File: src/rtl/grant_data_mux.sv
// Captures the arbiter-granted requester word into a two-entry skid buffer and streams it out
// on a valid/ready port tagged with its source. Define GRANT_MUX_ONEHOT_CHECK_EN to reject multi-hot grants.
module grant_data_mux #(
    parameter  int INPUT_WIDTH = 4,
    parameter  int DATA_WIDTH  = 8,
    localparam int SRC_WIDTH   = $clog2(INPUT_WIDTH)
) (
    input  logic                              clk,
    input  logic                              rst,
    input  logic [INPUT_WIDTH-1:0]            Grant,
    input  logic [INPUT_WIDTH*DATA_WIDTH-1:0] Data,
    output logic [INPUT_WIDTH-1:0]            Ack,
    output logic                              Out_Valid,
    input  logic                              Out_Ready,
    output logic [DATA_WIDTH-1:0]             Out_Data,
    output logic [SRC_WIDTH-1:0]              Out_Src,
    output logic                              Grant_Err
);

    typedef enum logic [1:0] {
        EMPTY = 2'd0,
        ONE   = 2'd1,
        TWO   = 2'd2
    } state_e;

    state_e                 state_q;
    logic [DATA_WIDTH-1:0]  head_data_q;
    logic [SRC_WIDTH-1:0]   head_src_q;
    logic [DATA_WIDTH-1:0]  skid_data_q;
    logic [SRC_WIDTH-1:0]   skid_src_q;

    logic [SRC_WIDTH-1:0]   sel_idx;
    logic [DATA_WIDTH-1:0]  sel_data;
    logic [INPUT_WIDTH-1:0] sel_onehot;
    logic                   grant_ok;
    logic                   space;
    logic                   accept;
    logic                   pop;

    // Descending scan so the lowest-index set bit wins when the grant is multi-hot.
    always_comb begin
        // NOTE: every always_comb output gets a default first, so no path leaves it unassigned (no latch).
        sel_idx  = '0;
        sel_data = '0;
        for (int i = INPUT_WIDTH - 1; i >= 0; i--) begin
            if (Grant[i]) begin
                sel_idx  = SRC_WIDTH'(i);
                sel_data = Data[i*DATA_WIDTH +: DATA_WIDTH];
            end
        end
    end

    assign sel_onehot = INPUT_WIDTH'(1) << sel_idx;

`ifdef GRANT_MUX_ONEHOT_CHECK_EN
    logic err_q;
    logic err_d;

    assign grant_ok  = (Grant & (Grant - INPUT_WIDTH'(1))) == '0;
    assign err_d     = err_q | ((|Grant) & ~grant_ok);
    assign Grant_Err = err_q;

    always_ff @(posedge clk or posedge rst) begin
        if (rst) begin
            err_q <= 1'b0;
        end else begin
            err_q <= err_d;
        end
    end
`else
    assign grant_ok  = 1'b1;
    assign Grant_Err = 1'b0;
`endif

    // Space depends only on registered state so Out_Ready never reaches Ack.
    assign space     = (state_q != TWO);
    assign accept    = !rst && space && (|Grant) && grant_ok;
    assign Ack       = accept ? sel_onehot : '0;
    assign Out_Valid = (state_q != EMPTY);
    assign pop       = Out_Valid && Out_Ready;
    assign Out_Data  = head_data_q;
    assign Out_Src   = head_src_q;

    always_ff @(posedge clk or posedge rst) begin
        if (rst) begin
            // NOTE: the skid register is cleared along with the head; both are plain flops, not a RAM array.
            state_q     <= EMPTY;
            head_data_q <= '0;
            head_src_q  <= '0;
            skid_data_q <= '0;
            skid_src_q  <= '0;
        end else begin
            // NOTE: non-blocking assignments keep every register update in this block order-independent.
            unique case (state_q)
                EMPTY: begin
                    if (accept) begin
                        head_data_q <= sel_data;
                        head_src_q  <= sel_idx;
                        state_q     <= ONE;
                    end
                end
                ONE: begin
                    if (accept && !pop) begin
                        skid_data_q <= sel_data;
                        skid_src_q  <= sel_idx;
                        state_q     <= TWO;
                    end else if (accept && pop) begin
                        head_data_q <= sel_data;
                        head_src_q  <= sel_idx;
                    end else if (pop) begin
                        state_q     <= EMPTY;
                    end
                end
                TWO: begin
                    if (pop) begin
                        head_data_q <= skid_data_q;
                        head_src_q  <= skid_src_q;
                        state_q     <= ONE;
                    end
                end
                default: state_q <= EMPTY;
            endcase
        end
    end

endmodule
File: config.mk
export PLATFORM = sky130hd
export DESIGN_NAME = grant_data_mux
export DESIGN_NICKNAME = d
export VERILOG_FILES = /design/src/rtl/grant_data_mux.sv
export SDC_FILE = /design/constraint.sdc
export NUM_CORES = 1
export LEC_CHECK = 0
export ABC_AREA = 1
export CORE_ASPECT_RATIO = 0.8
export CORE_MARGIN = 3
export CORE_UTILIZATION = 45
export DETAILED_ROUTE_END_ITERATION = 10
export GPL_ROUTABILITY_DRIVEN = 0
export HOLD_SLACK_MARGIN = 0.05
export PLACE_DENSITY = 0.79
export SKIP_LAST_GASP = 1
export SYNTH_ARGS = -nofsm -noshare
export SYNTH_HDL_FRONTEND = slang
export SYNTH_SLANG_ARGS = --single-unit
File: constraint.sdc
create_clock -name clk -period 2.6 [get_ports clk]
set_input_delay 0.52 -clock clk [delete_from_list [all_inputs] [get_ports clk]]
set_output_delay 0.52 -clock clk [all_outputs]
set_load 0.02 [all_outputs]
* Yosys cells after proc, flatten, opt, wreduce, memory -nomap -nowiden
Index checks and enable logic that the tools add are counted.
** Storage, ports and cells
- Flip-flop bits (word level) :: 22
- Input port bits :: 39
- Output and inout port bits :: 16
** Cells by class
- Reduce and logical (&&, ||, !) cells :: 14
- Equality and inequality tests :: 9
- Mux-type cells :: 25
- Shifts and indexed selects :: 1
** Operator list (count)
- two-way mux 8 bit :: 8
- two-way mux 2 bit :: 13
- case mux 8 bit (3 select lines) :: 1
- case mux 2 bit (3 select lines) :: 2
- inequality test 2 bit (second input constant) :: 5
- inequality test 3 bit (second input constant) :: 2
- logical AND 1 bit :: 5
- AND reduction 5 bit :: 1
- two-way mux 4 bit :: 1
- AND reduction 4 bit :: 1
- OR reduction 4 bit :: 1
- << shifter 1 x 2 -> 4 bit (first input constant) :: 1
- nonzero test 3 bit :: 1
- == test 2 x 1 -> 1 bit (second input constant) :: 1
- == test 2 bit (second input constant) :: 1
- logical NOT 1 bit :: 2
- logical NOT 2 bit :: 1
- AND reduction 2 bit :: 1
- nonzero test 2 bit :: 1

* Depth between registers and ports, before layout
- Depth in word-level cells :: 7
- Gate-level depth with buffers :: 11
- Gate-level depth less buffers :: 10

* Least setup slack after synthesis
No wires, ideal clock.
- Path type :: input -> output
- Start point :: input port Grant[0]
- End point :: output port Ack[2]
- Arrival time :: 1.505 ns
- Setup slack :: 0.575 ns
- Cell stages on the path :: 5
- Path through :: buf_6 inv_8 buf_4 nand3_1 nor3_1
** On the way
- Cells in the longest elaborated chain, start to end :: 3
** Ends and longest elaborated chain
- from (decl) :: line 10 : input logic [INPUT_WIDTH-1:0] Grant,
- two-way mux 2 bit or OR reduction 4 bit (tied branches) :: line 46, 77
- << shifter 1 x 2 -> 4 bit or logical AND 1 bit (tied branches) :: line 53, 77
- two-way mux 4 bit (*) :: line 78 : assign Ack = accept ? sel_onehot : '0;
- to (decl) :: line 12 : output logic [INPUT_WIDTH-1:0] Ack,
Mark *: on every way between the ends. The rest lies on a longest branch, timed or not.

* Final worst setup path
- Start point :: input port Grant[2]
- End point :: output port Ack[2]
** On the way
- Cells in the longest elaborated chain, start to end :: 5
** Ends and longest elaborated chain
- two-way mux 2 bit (3 in series) :: line 46 : if (Grant[i]) begin
- << shifter 1 x 2 -> 4 bit :: line 53 : assign sel_onehot = INPUT_WIDTH'(1) << sel_idx;
- two-way mux 4 bit (*) :: line 78
Marked as above.

==> impl_metrics.yaml <==
clocking:
  ctsRootBufferMaster: "clkbuf_8"
  cts_tree: "done"
  cts-buffers-inserted: 3
  clk_pin_slew_ns: 0.07
  cts.sinks: 22
  cts_buffer_depth: 2
  h-tree-depth: 1
  cts_resized: 3
  cts_setup_buffers: 0
  holdBufCountCts: 0
  worstSkewPairLatency_ns: 0.26
floorplanning:
  ios: 55
  rows: 18
  start_util_pct: 49.7
  fp.dieW_um: 72.9
  die_y_um: 59.5
  die_area_sq_mm: 0.00434
  core_sq_mm: 0.00324
setup_path:
  cp.arrival_ns: 1.94
  worstSetupPathType: "primary input to output pin"
  critPathLaunchType: "primary input"
  r2r_end: "Out_Src[1]"
  ff2ff_path_depth: 7
  rr_startpoint: "state_q[0]"
  path_cells: "clkdlybuf4s50_1 -> buf_4 -> inv_8 -> nand2_4 -> nand3_1 -> nor3_1 -> dlygate4sd2_1"
  crit_path_end_kind: "output pin"
  slowest_stage: "clkdlybuf4s50_1"
  startpoint: "Grant[2]"
  cp_slowest_stage_delay_ns: 0.52
  crit_required_ns: 2.08
  regToRegSetupSlack_ns: 1.32
  endpoint: "Ack[2]"
  worstPathMaxFanout: 3
finish:
  antenna_cells: 0
  drive_gt1_share_pct: 21.8
  fill_cells: 298
  synthToLayoutAreaGrowth_pct: 38.3
  final_nets: 321
yosys:
  ys_seq_area_share_pct: 34.2
  yosys.area_share.adder_pct: 0
  synthMuxAreaShare_pct: 0
  synth_top_family_by_area: "simple AND/OR/NAND/NOR gates"
  synth.net_count: 260
  synth_area_leaders: "dfrtp_1 (34%), nand2_1 (22%), nand2_4 (7.0%)"
  ys.flop_type: "dfrtp_1"
  synth_cells: 221
  async_flop_share_pct: 100
  ys_warn_count: 0
  synth_area_per_cell_sq_um: 7.29
  synth-compound-area-share_pct: 10.4
  yosys.area_share.simple_pct: 42.1
  synth_cell_types: 26
  synth_enable_flop_cells: 0
  synth.cell_area_sq_mm: 0.00161
  synth-seq-cells: 22
  netlist.area_leader.share_pct: 34.2
  yosysTopAreaCell: "dfrtp_1"
  synth_xor_area_share_pct: 0
placed_design:
  place_hpwl_um: 3080
  dpl_worst_slack_ns: -0.144
  io_buffers: 53
routing:
  post-route-drc-count: 0
  antenna_left: 0
  routedWlPerCell_um: 11.8
  finalWirelength_um: 3760
  vias: 1518
  firstDrtPassIters: 4
  drtIter0Drc: 92
  vias_per_cell: 4.74
global_routing:
  grt_pass1_wl_um: 6240
  antenna_found_initial: 0
  grt_pass1_vias: 1378
  grt_max_degree: 24
  grt_use_total_pct: 18.5
  overflow: 0
power_and_ir_drop:
  p_leak_nw: 1.17
  p_total_w: 0.00176
  ir_worst_vdd_mv: 0.652
  powerDensity_mw_per_mm2: 791
timing:
  period_share_pct: 94.5
  hold_viol: 0
  setup_ws_ns: 0.144
  max_freq_mhz: 407
  period_minus_slack_ns: 2.46
  rsz0062_at_grt: "no"
  slew_violations: 0
  setup_viol: 0
  fin_skew_ns: 0.00207
min_path:
  hold_depth: 2
  hold_path.class: "flip-flop to flip-flop"
run:
  drv_cap: 0
status:
  status: "finished clean"
worst min path at each step:
stage,startpoint,to,slack [ns]
2_1_floorplan,rst,Out_Data[0],0.31
3_3_place_gp,skid_src_q[1],skid_src_q[1],0.47
3_5_place_dp,Out_Data[4],Out_Data[4],0.48
4_1_cts,Out_Data[6],Out_Data[6],0.50
5_1_grt,Out_Data[6],Out_Data[6],0.51
6_report,Out_Data[6],Out_Data[6],0.49
critical path, delay by kind of cell:
family | cells | cell delay [ns]
and+or+nand+nor | 3 | 0.34
buffers and inverters | 4 | 1.07
metrics by stage:
stage          setup TNS [ns]  utilization, %  instances  cell area (sq um)  hold slack [ns]
4_1_cts                     0            68.7        320               2230            0.495
3_5_place_dp           -0.274            67.6        317               2190            0.477
3_3_place_gp           -0.292            67.6        317               2190            0.465
2_1_floorplan               0               -        221               1610            0.314
5_1_grt                     0            68.7        320               2230            0.509
6_report                    0            68.7        320               2230            0.489
logic make-up (layout without fill, tap and decap cells):
group	count (synthesis)	in the layout
and+or+nand+nor	141	141
buffers and inverters	33	92
AOI/OAI and AO/OA	24	24
DFF	22	22
other	1	1
registers in the layout, indices dropped and copies added (netlist names):
| register | cells |
|---|---|
| Out_Data | 8 |
| skid_src_q | 2 |
| state_q | 2 |
| skid_data_q | 8 |
| Out_Src | 2 |
area by class of cell:
class / instances / area, sq um / area share (%)
clock buffer: 3 / 41.3 / 1.85
inverter: 22 / 105 / 4.72
multi-input combinational: 166 / 850 / 38.1
sequential: 22 / 551 / 24.7
tap: 40 / 50.0 / 2.25
timing repair buffer: 67 / 632 / 28.4
report_power, final:
part           switching [W]  internal [W]
Clock               0.000101      0.000103
Combinational       0.000529      0.000412
Sequential          0.000114      0.000503
Total               0.000745       0.00102
Yosys cell counts, types with 3 or more instances:
master / count
a21oi_1: 9
o21ai_2: 4
nor3_1: 3
a21oi_2: 8
inv_1: 14
dfrtp_1: 22
nand3_1: 10
nor2_1: 9
nand2_1: 94
nand2_4: 10
nand2_2: 10
buf_6: 5
buf_2: 3
inv_2: 4
layout by cell type, fill, tap and decap left out, drive strengths merged, types with 2 or more instances in the layout:
cell / Yosys / final
nand2: 115 / 115
inv: 21 / 21
nand4: 2 / 2
o21ai: 6 / 6
nand3: 10 / 10
clkbuf: 0 / 3
dfrtp: 22 / 22
nor3: 3 / 3
nor2: 11 / 11
clkdlybuf4s50: 0 / 50
buf: 11 / 14
a21oi: 17 / 17
dlygate4sd2: 0 / 3
layer usage:
metal	routed length (um)	global-route usage, %
met3	248	4.41
met2	1800	31.9
met4	7	1.84
met5	0	0
met1	1710	24.6
(Power assumes the default switching activity.)
